**config.mk**
```make
export PLATFORM = sky130hd
export DESIGN_NAME = prio_enc_rr_n_flat
export DESIGN_NICKNAME = d
export VERILOG_FILES = /design/src/rtl/prio_enc_rr_n_if.sv /design/src/rtl/prio_enc_rr_n.sv /design/src/flat_wrapper.sv
export SDC_FILE = /design/constraint.sdc
export NUM_CORES = 1
export LEC_CHECK = 0
export ABC_AREA = 1
export CORE_UTILIZATION = 42
export DETAILED_ROUTE_END_ITERATION = 10
export PLACE_DENSITY = 0.84
export SLEW_MARGIN = 30
export SYNTH_ARGS = -nofsm -noshare
export SYNTH_HDL_FRONTEND = slang
export SYNTH_SLANG_ARGS = --single-unit
```
**constraint.sdc**
```tcl
create_clock -name clk -period 2.4 [get_ports clk]
set_input_delay 0.36 -clock clk [delete_from_list [all_inputs] [get_ports clk]]
set_output_delay 0.36 -clock clk [all_outputs]
set_load 0.01 [all_outputs]
```
**src/rtl/prio_enc_rr_n_if.sv**
```systemverilog
//------------------------------------------------------------------------------
// Module   : prio_enc_rr_n_if
// Purpose  : Request/grant bundle between event sources and the encoder.
// Revision : 1.0 - initial release
//------------------------------------------------------------------------------
`default_nettype none

interface prio_enc_rr_n_if #(
  parameter int N = 8
);
  localparam int W = (N > 1) ? $clog2(N) : 1;

  logic [N-1:0] req;
  logic [N-1:0] mask;
  logic         ack;
  logic [W-1:0] q;
  logic         v;
  logic [N-1:0] pending;

  // master = sources plus consumer, slave = the encoder
  modport master (
    output req,
    output mask,
    output ack,
    input  q,
    input  v,
    input  pending
  );

  modport slave (
    input  req,
    input  mask,
    input  ack,
    output q,
    output v,
    output pending
  );
endinterface

`default_nettype wire

```
**src/rtl/prio_enc_rr_n.sv**
```systemverilog
//------------------------------------------------------------------------------
// Module   : prio_enc_rr_n
// Purpose  : Sticky N-channel request capture with masked fixed-priority or
//            round-robin encoding, presented under a valid/ack handshake.
// Revision : 1.0 - initial release
//------------------------------------------------------------------------------
`default_nettype none

module prio_enc_rr_n #(
  parameter int N       = 8,
  parameter bit RR_MODE = 1'b0
) (
  input  wire logic     clk,
  input  wire logic     rst_n,
  prio_enc_rr_n_if.slave bus
);

  localparam int           W     = (N > 1) ? $clog2(N) : 1;
  localparam logic [N-1:0] c_one = {{(N-1){1'b0}}, 1'b1};

  logic [N-1:0] r_pending;
  logic [W-1:0] r_q;
  logic         r_v;

  logic         w_fire;
  logic         w_load;
  logic [N-1:0] w_clr;
  logic [N-1:0] w_elig;
  logic         w_any;
  logic [W-1:0] w_ptr;
  logic [W-1:0] w_hi;
  logic [W-1:0] w_lo;
  logic         w_lo_hit;
  logic [W-1:0] w_sel;

  assign w_fire = r_v & bus.ack;
  assign w_load = ~r_v | w_fire;
  assign w_clr  = w_fire ? (c_one << r_q) : '0;
  assign w_elig = r_pending & bus.mask & ~w_clr;
  assign w_any  = |w_elig;

  // Highest eligible index overall, and highest eligible index strictly below
  // the pointer. Round-robin order ptr-1..0 then N-1..ptr prefers the latter;
  // with ptr=0 the lower set is empty and this degenerates to fixed priority.
  always_comb begin
    w_hi     = '0;
    w_lo     = '0;
    w_lo_hit = 1'b0;
    for (int i = 0; i < N; i++) begin
      if (w_elig[i]) begin
        w_hi = W'(i);
        if (i < int'(w_ptr)) begin
          w_lo     = W'(i);
          w_lo_hit = 1'b1;
        end
      end
    end
    w_sel = w_lo_hit ? w_lo : w_hi;
  end

  generate
    if (RR_MODE) begin : g_rr
      logic [W-1:0] r_ptr;

      // The channel just acknowledged becomes the lowest-priority one.
      always_ff @(posedge clk or negedge rst_n) begin
        if (!rst_n) begin
          r_ptr <= '0;
        end else if (w_fire) begin
          r_ptr <= r_q;
        end
      end

      assign w_ptr = r_ptr;
    end else begin : g_fixed
      assign w_ptr = '0;
    end
  endgenerate

  always_ff @(posedge clk or negedge rst_n) begin
    if (!rst_n) begin
      r_pending <= '0;
      r_q       <= '0;
      r_v       <= 1'b0;
    end else begin
      // A request on the channel being acknowledged this cycle survives.
      r_pending <= (r_pending & ~w_clr) | bus.req;
      if (w_load) begin
        r_v <= w_any;
        r_q <= w_any ? w_sel : '0;
      end
    end
  end

  assign bus.q       = r_q;
  assign bus.v       = r_v;
  assign bus.pending = r_pending;

endmodule

`default_nettype wire

```
**src/flat_wrapper.sv**
```systemverilog
// flat-port wrapper written by rule: the top's interface ports become plain ports
module prio_enc_rr_n_flat 
#(
  parameter int N       = 8,
  parameter bit RR_MODE = 1'b0
)
  (clk, rst_n, bus_req, bus_mask, bus_ack, bus_q, bus_v, bus_pending);
  prio_enc_rr_n_if #(.N(N)) bus_i ();
  input  wire logic clk;
  input  wire logic rst_n;
  input wire logic [$bits(bus_i.req)-1:0] bus_req;
  input wire logic [$bits(bus_i.mask)-1:0] bus_mask;
  input wire logic [$bits(bus_i.ack)-1:0] bus_ack;
  output wire logic [$bits(bus_i.q)-1:0] bus_q;
  output wire logic [$bits(bus_i.v)-1:0] bus_v;
  output wire logic [$bits(bus_i.pending)-1:0] bus_pending;
  assign bus_i.req = bus_req;
  assign bus_i.mask = bus_mask;
  assign bus_i.ack = bus_ack;
  assign bus_q = bus_i.q;
  assign bus_v = bus_i.v;
  assign bus_pending = bus_i.pending;
  prio_enc_rr_n #(.N(N), .RR_MODE(RR_MODE)) u_core (.clk(clk), .rst_n(rst_n), .bus(bus_i));
endmodule
```
==> metrics.txt <==
number of antenna violations at the first check in global routing=0; crit-path cells=clkdlybuf4s50_1; Die X=41.2 um; grt total ovfl=0; clk buf depth=2; Leak=0.447 nW; NumNets Final=130; pre-CTS WS=0.654 ns; Setup-failing EPs final=0; Core Rows=13; Core ar.=1370 um2; Resize count post-CTS=0; Hold-fix buffers, CTS=0; crit path kind=register to output pin; final setup TNS=0 ns; syn nets=95; Max Slew Vio Count=0; Seq pwr share=44.7%; Synth Register Bits=12; CTS Sinks=12; multi-input combinational cell area=310 um2; FF-to-FF End=u_core.bus.q[0]; die height=41.2 um; via/cell ratio=4.93; io pins=31; Worst path max stage delay=0.58 ns; switching power=161 uW; FILL cells=108; vias in the first global route=514; Crit. End Element=output pin; final hold violation count=0; Peak VDD IR=312 uV; final period utilization=69.2%; Reg area=300 um2; Residual DRC=0; Initial Utilization=47.2%; Clk Tree Root Cell=clkbuf_4; DPL Wire Length=1120 um; Max Clk Rate=0.602 GHz; max_cap viols=0; sw frac=30.4%; clock share of power=23.0%; post-synth cell types=21; via count=611; H-Tree Depth=1; Die ar.=1690 um2; worst r2r src=u_core.bus.q[1]; unrepaired setup endpoints after global routing=no; global-route wire length before repair=2100 um; critical path peak fanout=5; CP Buf/Inv Count=1; critical path arrival=1.30 ns; cell-internal power=369 uW; CTS Buf Count=3; Routability Congestion=0.825; power share of the combinational group=32.3%; DR WL/cell=11.6 um; pwr/cell area=538 nW/um2; largest net degree at the start of global routing=13; Antenna diodes=0; synth-to-layout area growth=53.0%; worst hold slack=0.453 ns; slew margin rel.=62.3%; worst slew pin tran=0.564 ns; critical path launch point type=register; Reg2Reg Setup Slack=1.09 ns; gr usage total=19.8%; IO buf count=30; area of the mapped netlist=644 um2; Mapped Avg Cell Area=8.48 um2; Mapped Cells=76; Crit-path slowest cell=clkdlybuf4s50_1; Clock Skew=0.00169 ns; DRT iter0 DRCs=20; DRT Pass-1 Iters=4; Reg2Reg Depth=12; clock latency on the worst-skew pair=0.27 ns; buffers inserted by post-CTS timing repair=0; CTS tree=done; CP Data Required Time=2.04 ns; Crit path max-delay family=buffers and inverters; Final WS setup=0.738 ns; Routed WL=1440 um; Ys Warns=0; sequential area share after synthesis=46.6%; outcome=finished clean; proportion of layout cells with a drive suffix above 1=22.0%; Routed Antenna Nets=0; Final min period=1.66 ns; CTS clk-pin slew, worst paths=0.07 ns; worst min path class=primary input to async pin
==> cells in the final DEF, fill, tap and decap left out <==
cell / Yosys / routed
a21boi_1: 2 / 2
a21boi_2: 1 / 1
a21o_1: 3 / 3
a21o_2: 1 / 1
a21oi_1: 1 / 1
a31oi_1: 1 / 1
and2_4: 2 / 2
clkbuf_4: 0 / 3
clkdlybuf4s50_1: 0 / 30
dfrtp_1: 12 / 12
inv_1: 7 / 7
inv_2: 2 / 2
nand2_1: 22 / 22
nand2_2: 6 / 6
nand3_1: 1 / 1
nand3_2: 1 / 1
nand4_1: 1 / 1
nor2_1: 4 / 4
nor2_2: 2 / 2
nor2_4: 2 / 2
nor3_1: 1 / 1
o21ai_2: 1 / 1
or2_2: 3 / 3
==> final cells by class <==
cell class | instances | area share, %
Inverter | 9 | 3.43
Multi-Input combinational cell | 55 | 31.5
Sequential cell | 12 | 30.5
Timing Repair Buffer | 30 | 30.5
Tap cell | 15 | 1.90
Clock buffer | 3 | 2.28
==> cells by family (layout without fill, tap and decap cells) <==
| logic type | Yosys count | count (layout) | share of synthesized area (%) |
|---|---|---|---|
| AO/OA/AOI/OAI | 10 | 10 | 12.0 |
| buffers and inverters | 9 | 42 | 5.24 |
| AND/OR/NAND/NOR | 45 | 45 | 36.1 |
| flip-flops | 12 | 12 | 46.6 |
==> how the worst max path moves through the flow <==
stage          cells after the start         endpoint       startpoint  slack [ns]
6_report                           1         bus_q[1]  u_core.bus.q[1]        0.74
5_1_grt                            1         bus_q[1]  u_core.bus.q[1]        0.71
4_1_cts                            1         bus_q[2]  u_core.bus.q[2]        0.74
3_5_place_dp                      12  u_core.bus.q[0]          bus_ack        0.65
3_3_place_gp                      12  u_core.bus.q[0]          bus_ack        0.69
2_1_floorplan                      9  u_core.bus.q[1]  u_core.bus.q[0]        1.18
==> flip-flops by register name (all words and copies together), names as in the netlist <==
signal              cells
u_core.bus.pending      8
u_core.bus.q            3
u_core.bus.v            1
==> power by group through the flow <==
stage	Sequential [mW]	Clock (mW)	Combinational, mW
final	0.237	0.122	0.171
after global routing	0.239	0.133	0.188
after CTS	0.237	0.126	0.172
after detailed placement	0.240	0	0.171
after global placement	0.240	0	0.168
after floorplan	0.246	0	0.0820
==> cells in the mapped netlist (all sizes together) <==
master / n / area share (%)
nand4: 1 / 0.97
nor2: 8 / 7.8
nand3: 2 / 2.3
a31oi: 1 / 0.97
dfrtp: 12 / 47
and2: 2 / 2.7
a21o: 4 / 4.9
a21oi: 1 / 0.78
a21boi: 3 / 4.1
or2: 3 / 2.9
o21ai: 1 / 1.4
inv: 9 / 5.2
nor3: 1 / 0.78
nand2: 28 / 19
==> per-layer routing <==
layer  vias to the layer above  part of all wire, %  GRT usage (%)
met5                         -                    0              0
met4                         0                  1.2           9.68
met3                         2                  6.2           4.89
met2                        29                   50           32.4
met1                       277                   43           24.0
li1                        303                    -              -
==> through the flow <==
stage	instances	total power [mW]	cell area (um2)	util [%]
after floorplan	76	0.328	644	-
after global placement	121	0.408	963	70.5
after detailed placement	121	0.411	963	70.5
after CTS	124	0.534	986	72.2
after global routing	124	0.560	986	72.2
final	124	0.530	986	72.2
Power figures use the tool's default switching activity.
